**src/rtl/fft_pkg.sv**
```systemverilog
// Shared FFT definitions: frame geometry, complex sample type,
// bit-reverse helper and the reorder read-FSM state encoding.
package fft_pkg;

  localparam int unsigned FFT_N     = 32;
  localparam int unsigned FFT_LOG2N = 5;
  localparam int unsigned FFT_DW    = 18;

  typedef struct packed {
    logic [FFT_DW-1:0] re;
    logic [FFT_DW-1:0] im;
  } cplx_t;

  typedef enum logic {
    IDLE,
    DRAIN
  } rd_state_t;

  // Reverse the bit order of a bin index.
  function automatic logic [FFT_LOG2N-1:0] bitrev(input logic [FFT_LOG2N-1:0] a);
    logic [FFT_LOG2N-1:0] r;
    r = '0;
    for (int unsigned i = 0; i < FFT_LOG2N; i++) begin
      r[i] = a[FFT_LOG2N-1-i];
    end
    return r;
  endfunction

endpackage

```
**src/rtl/fft_pingpong_bank.sv**
```systemverilog
// Two banks of N complex samples (ping-pong storage).
// Ports:
//   clk              - clock
//   we               - write enable
//   wr_bank/wr_addr  - write bank select and address
//   wr_data          - {re, im} to store
//   rd_bank/rd_addr  - asynchronous read bank select and address
//   rd_data          - {re, im} at the read location
module fft_pingpong_bank #(
  parameter int unsigned N     = 32,
  parameter int unsigned LOG2N = 5,
  parameter int unsigned DW    = 18
) (
  input  logic              clk,
  input  logic              we,
  input  logic              wr_bank,
  input  logic [LOG2N-1:0]  wr_addr,
  input  logic [2*DW-1:0]   wr_data,
  input  logic              rd_bank,
  input  logic [LOG2N-1:0]  rd_addr,
  output logic [2*DW-1:0]   rd_data
);

  logic [2*DW-1:0] mem [2][N];

  // Contents need no reset: nothing is read before a full frame is written.
  always_ff @(posedge clk) begin
    if (we) begin
      mem[wr_bank][wr_addr] <= wr_data;
    end
  end

  assign rd_data = mem[rd_bank][rd_addr];

endmodule

```
**src/rtl/fft_out_reorder.sv**
```systemverilog
// Reorders bit-reversed FFT output frames into natural bin order using a
// ping-pong buffer, streaming out over valid/ready.
// Ports:
//   clk, rst_n         - clock, asynchronous active-low reset
//   finish_i           - sample valid from FFT core (no backpressure)
//   X_r_i, X_i_i       - incoming sample, bit-reversed order
//   out_valid/out_ready- output handshake
//   Y_r, Y_i, bin_idx  - natural-order bin and its index (zero when idle)
//   ovf_o              - sticky: a frame was dropped
//   last_o             - final bin of a frame (only with FFT_REORDER_LAST_EN)
// Optional feature macro: FFT_REORDER_LAST_EN
module fft_out_reorder
  import fft_pkg::*;
#(
  parameter int unsigned N     = FFT_N,
  parameter int unsigned LOG2N = FFT_LOG2N,
  parameter int unsigned DW    = FFT_DW
) (
  input  logic              clk,
  input  logic              rst_n,
  input  logic              finish_i,
  input  logic [DW-1:0]     X_r_i,
  input  logic [DW-1:0]     X_i_i,
  output logic              out_valid,
  input  logic              out_ready,
  output logic [DW-1:0]     Y_r,
  output logic [DW-1:0]     Y_i,
  output logic [LOG2N-1:0]  bin_idx,
  output logic              ovf_o
`ifdef FFT_REORDER_LAST_EN
  ,
  output logic              last_o
`endif
);

  logic [1:0]       full;
  logic [1:0]       full_set;
  logic [1:0]       full_clr;
  logic [1:0]       full_nxt;
  logic             wr_bank;
  logic             rd_bank;
  logic [LOG2N-1:0] wr_cnt;
  logic [LOG2N-1:0] rd_cnt;
  logic             dropping;
  logic             ovf;
  rd_state_t        state;
  rd_state_t        state_nxt;

  logic             frame_start;
  logic             drop_now;
  logic             wr_last;
  logic             we;
  logic             xfer;
  logic             rd_last;
  cplx_t            wr_data;
  cplx_t            rd_data;

  assign frame_start = finish_i & (wr_cnt == '0);
  // Drop decision is made on the first sample and held for the whole frame.
  assign drop_now    = frame_start ? full[wr_bank] : dropping;
  assign wr_last     = finish_i & (wr_cnt == LOG2N'(N-1));
  assign we          = finish_i & ~drop_now;
  assign xfer        = out_valid & out_ready;
  assign rd_last     = xfer & (rd_cnt == LOG2N'(N-1));

  assign full_set = (we & wr_last) ? (2'b01 << wr_bank) : 2'b00;
  assign full_clr = rd_last ? (2'b01 << rd_bank) : 2'b00;
  assign full_nxt = (full & ~full_clr) | full_set;

  assign wr_data = '{re: X_r_i, im: X_i_i};

  fft_pingpong_bank #(
    .N     (N),
    .LOG2N (LOG2N),
    .DW    (DW)
  ) u_bank (
    .clk     (clk),
    .we      (we),
    .wr_bank (wr_bank),
    .wr_addr (bitrev(wr_cnt)),
    .wr_data (wr_data),
    .rd_bank (rd_bank),
    .rd_addr (rd_cnt),
    .rd_data (rd_data)
  );

  // Stay-in-DRAIN looks at full_nxt so a frame completing on the same edge
  // as the release of the current bank streams out with no bubble.
  always_comb begin
    state_nxt = state;
    out_valid = 1'b0;
    unique case (state)
      IDLE: begin
        if (full[rd_bank]) state_nxt = DRAIN;
      end
      DRAIN: begin
        out_valid = 1'b1;
        if (rd_last && !full_nxt[~rd_bank]) state_nxt = IDLE;
      end
      default: state_nxt = IDLE;
    endcase
  end

  always_ff @(posedge clk or negedge rst_n) begin
    if (!rst_n) begin
      state    <= IDLE;
      full     <= '0;
      wr_bank  <= 1'b0;
      rd_bank  <= 1'b0;
      wr_cnt   <= '0;
      rd_cnt   <= '0;
      dropping <= 1'b0;
      ovf      <= 1'b0;
    end else begin
      state <= state_nxt;
      full  <= full_nxt;
      if (finish_i) begin
        wr_cnt <= wr_cnt + 1'b1;
        if (frame_start) dropping <= full[wr_bank];
      end
      if (frame_start && full[wr_bank]) ovf <= 1'b1;
      if (we && wr_last) wr_bank <= ~wr_bank;
      if (xfer) rd_cnt <= rd_cnt + 1'b1;
      if (rd_last) rd_bank <= ~rd_bank;
    end
  end

  assign Y_r     = out_valid ? rd_data.re : '0;
  assign Y_i     = out_valid ? rd_data.im : '0;
  assign bin_idx = out_valid ? rd_cnt : '0;
  assign ovf_o   = ovf;

`ifdef FFT_REORDER_LAST_EN
  assign last_o = out_valid & (rd_cnt == LOG2N'(N-1));
`endif

endmodule

```
**config.mk**
```make
export PLATFORM = sky130hd
export DESIGN_NAME = fft_out_reorder
export DESIGN_NICKNAME = d
export VERILOG_FILES = /design/src/rtl/fft_pkg.sv /design/src/rtl/fft_pingpong_bank.sv /design/src/rtl/fft_out_reorder.sv
export SDC_FILE = /design/constraint.sdc
export NUM_CORES = 2
export LEC_CHECK = 0
export BUFFER_PORTS_ARGS = -buffer_cell sky130_fd_sc_hd__buf_2
export CORE_ASPECT_RATIO = 1.2
export CORE_UTILIZATION = 50
export DETAILED_ROUTE_END_ITERATION = 8
export GPL_TIMING_DRIVEN = 0
export PLACE_DENSITY = 0.65
export SYNTH_ARGS = -nofsm -noshare
export SYNTH_HDL_FRONTEND = slang
export SYNTH_SLANG_ARGS = --single-unit
export TNS_END_PERCENT = 5
```
**constraint.sdc**
```tcl
create_clock -name clk -period 7.19 [get_ports clk]
set_clock_uncertainty 0.2 [all_clocks]
set_input_delay 0.719 -clock clk [delete_from_list [all_inputs] [get_ports clk]]
set_output_delay 0.719 -clock clk [all_outputs]
set_load 0.02 [all_outputs]
```
==> qor.yml <==
status: "complete, but fails checks"
failed_checks: "design-rule violations, max-capacitance violations, max-slew violations"
cap_violations: 10
cp-start-kind: "register"
die_area_sq_um: 179000
hold_ws_ns: 0.0636
h-tree-depth: 4
ys_types: 55
p_leak_nw: 32.1
max-clock-path-buffers: 3
die_x_um: 387
path_cells: "buf_2 -> buf_2 -> buf_2 -> buf_2 -> mux2i_1 -> o21ai_0 -> a22o_1 -> buf_2"
cp_slowest_stage_delay_ns: 1.14
yosys_warnings: 0
setup.worst_path.class: "register to output port"
async_flop_share: 0.00732
antenna_found_initial: 20
place_area_sq_um: 95700
fmax_mhz: 143
hold-path-endpoint: "rd_cnt[2]"
power_density_nw_per_um2: 397
post_synth_xor_area_fraction: 0.000690
row_count: 169
grt_pass1_wl_um: 411000
hold_class: "primary input to register"
via_per_inst: 7.11
fin_crit_ns: 6.98
ios: 83
cts_made_buffers: 211
io_buffers: 81
vdd_drop_max_uv: 309
grt_usage: 0.348
rr_worst_depth: 9
dr.pass1.iters: 9
cts.clk_slew.worst_paths_ns: 0.06
synth_mux_area_frac: 0.156
rsz0062_at_grt: "no"
place.gp.congestion: 0.924
drt_iter0_drc: 9460
slew_violations: 77
clock_sinks: 2321
vias: 49000
core_sq_um: 177000
worstHoldStart: "out_ready"
start_util: 0.503
place_ws_ns: 1.55
worstSkewPairLatency_ns: 0.88
postSynthCellCount: 3955
cts-root-buf: "clkbuf_16"
syn_area_sq_um: 88900
wl_per_cell_um: 45.3
synth-edff-count: 2304
grt_max_degree: 65
drc_errors: 6
setup_ws_ns: 0.208
syn_avg_cell_area_sq_um: 22.5
r2r_end: "u_bank.mem[0][970]"
cp-end-kind: "output port"
final_area_sq_um: 102000
cp_common_cell: "buf_2"
r2r-start: "wr_cnt[2]"
synthAdderAreaFrac: 0.00127
seq_area_frac_synth: 0.783
r2r_slack_ns: 2.10
die_height_um: 464
slew_headroom: -0.119
cp.required_ns: 6.27
final_layout_size_suffix_gt1_frac: 0.271
routed_wl_um: 312000
synthSimpleGateAreaFrac: 0.00990
p_total_mw: 40.6
ant_nets: 0
cp_max_fo: 10
ys.flop_type: "edfxtp_1"
worstPathArrival_ns: 6.06
tightestPinTransition_ns: 1.68
setup_viol: 0
dp.final_hpwl_um: 209000
final.period_utilization: 0.971
synth_compound_area_frac: 0.0339
cts_tree: "done"
hold_depth: 3
grt_pass1_vias: 46400
hold_viol: 0
synth_top_family_by_area: "multiplexers"
nets: 4460
ys_ff_latch: 2321
synth_nets: 4004
finish.utilization: 0.580
grt-ovfl-total: 0
syn2layout_area_growth_pct: 15.1
cp_slowest_cell: "o21ai_0"
[repair_timing]
item                      CTS  global route
buffers inserted            0             0
hold endpoints to repair   20             0
resized for setup           0             0
hold buffers                2             0
[synth_stat cells (all sizes together), types with 13 or more instances]
| master | number | area, sq um |
|---|---|---|
| nand2 | 33 | 124 |
| dfrtp | 17 | 425 |
| a221oi | 17 | 149 |
| mux2i | 269 | 2690 |
| o221ai | 94 | 823 |
| mux4 | 488 | 11000 |
| a22o | 33 | 289 |
| nand3 | 13 | 65.1 |
| a21oi | 95 | 475 |
| o22ai | 23 | 144 |
| mux2 | 18 | 203 |
| buf | 132 | 932 |
| a211oi | 25 | 193 |
| o21ai | 55 | 275 |
| clkbuf | 98 | 368 |
| nor2b | 14 | 87.6 |
| edfxtp | 2304 | 69200 |
| a22oi | 22 | 165 |
| nor2 | 76 | 285 |
[kinds of logic (layout without fill, tap and decap cells)]
logic type	count (synthesis)	in the layout
other	0	8
xor gates and xnor gates	7	7
adders and majority gates	9	9
AOI/OAI and AO/OA	424	424
and+or+nand+nor	183	183
muxes	775	775
DFF	2321	2321
buffers and inverters	236	858
[registers in the layout, summed over array words and instances, names as in the netlist]
| register | cells |
|---|---|
| ovf_o | 1 |
| dropping | 1 |
| state | 1 |
| full | 2 |
| rd_bank | 1 |
| u_bank.mem | 2304 |
| rd_cnt | 5 |
| wr_cnt | 5 |
| wr_bank | 1 |
[power breakdown]
group          switching [mW]  leakage, nW  internal, mW
logic                    9.58         7.89          4.54
registers               0.141         20.9          15.4
clock network            5.00         3.25          5.97
total                    14.7         32.1          25.9
[how the worst max path moves through the flow]
| stage | startpoint | to | slack [ns] | cells after the start |
|---|---|---|---|---|
| finish | rd_cnt[1] | Y_r[3] | 0.21 | 8 |
| detailed placement | rd_cnt[4] | Y_i[16] | 1.55 | 8 |
| global placement | finish_i | u_bank.mem[1][246] | -4.32 | 7 |
| floorplan | finish_i | u_bank.mem[1][216] | 1.84 | 7 |
| global route | rd_cnt[1] | Y_r[3] | 0.52 | 8 |
| CTS | rd_cnt[4] | Y_i[16] | 0.61 | 8 |
[placed cells by master (no fill, tap or decap), drive strengths merged, types with 13 or more instances in the layout]
master | Yosys | layout
a211oi | 25 | 25
a21oi | 95 | 95
a221oi | 17 | 17
a22o | 33 | 33
a22oi | 22 | 22
buf | 132 | 372
bufinv | 0 | 14
clkbuf | 98 | 350
clkinv | 0 | 107
dfrtp | 17 | 17
edfxtp | 2304 | 2304
mux2 | 18 | 18
mux2i | 269 | 269
mux4 | 488 | 488
nand2 | 33 | 33
nand3 | 13 | 13
nor2 | 76 | 76
nor2b | 14 | 14
o21ai | 55 | 55
o221ai | 94 | 94
o22ai | 23 | 23
[stage by stage]
step	cells	setup TNS (ns)
after floorplan	3955	0
after global placement	6344	-1373.56
after detailed placement	6503	0
after CTS	6884	0
after global routing	6887	0
final	6893	0
[routing by layer]
metal	GRT usage	share of wire	vias up
met5	0	0.00043	-
met4	0.221	0.078	20
met3	0.112	0.14	1028
met2	0.514	0.44	4429
met1	0.447	0.34	25700
li1	-	-	17800
[worst max-delay path: cells and delay by family (launching register included)]
family          cells  cell delay (ns)
buf+inv             5             2.90
compound gates      2             1.50
flops               1             0.44
mux                 1             0.31
[cell type report]
| type | instances | area, sq um |
|---|---|---|
| clock buffers | 252 | 5540 |
| multi-input cells | 1398 | 18400 |
| repair buffers | 243 | 3460 |
| inverters | 6 | 22.5 |
| diodes | 8 | 20.0 |
| plain buffers | 230 | 1310 |
| flip-flops and latches | 2321 | 69600 |
| clock inverters | 127 | 1050 |
| well taps | 2308 | 2890 |
| fillers | 12400 | 74200 |
(Power assumes the default switching activity.)
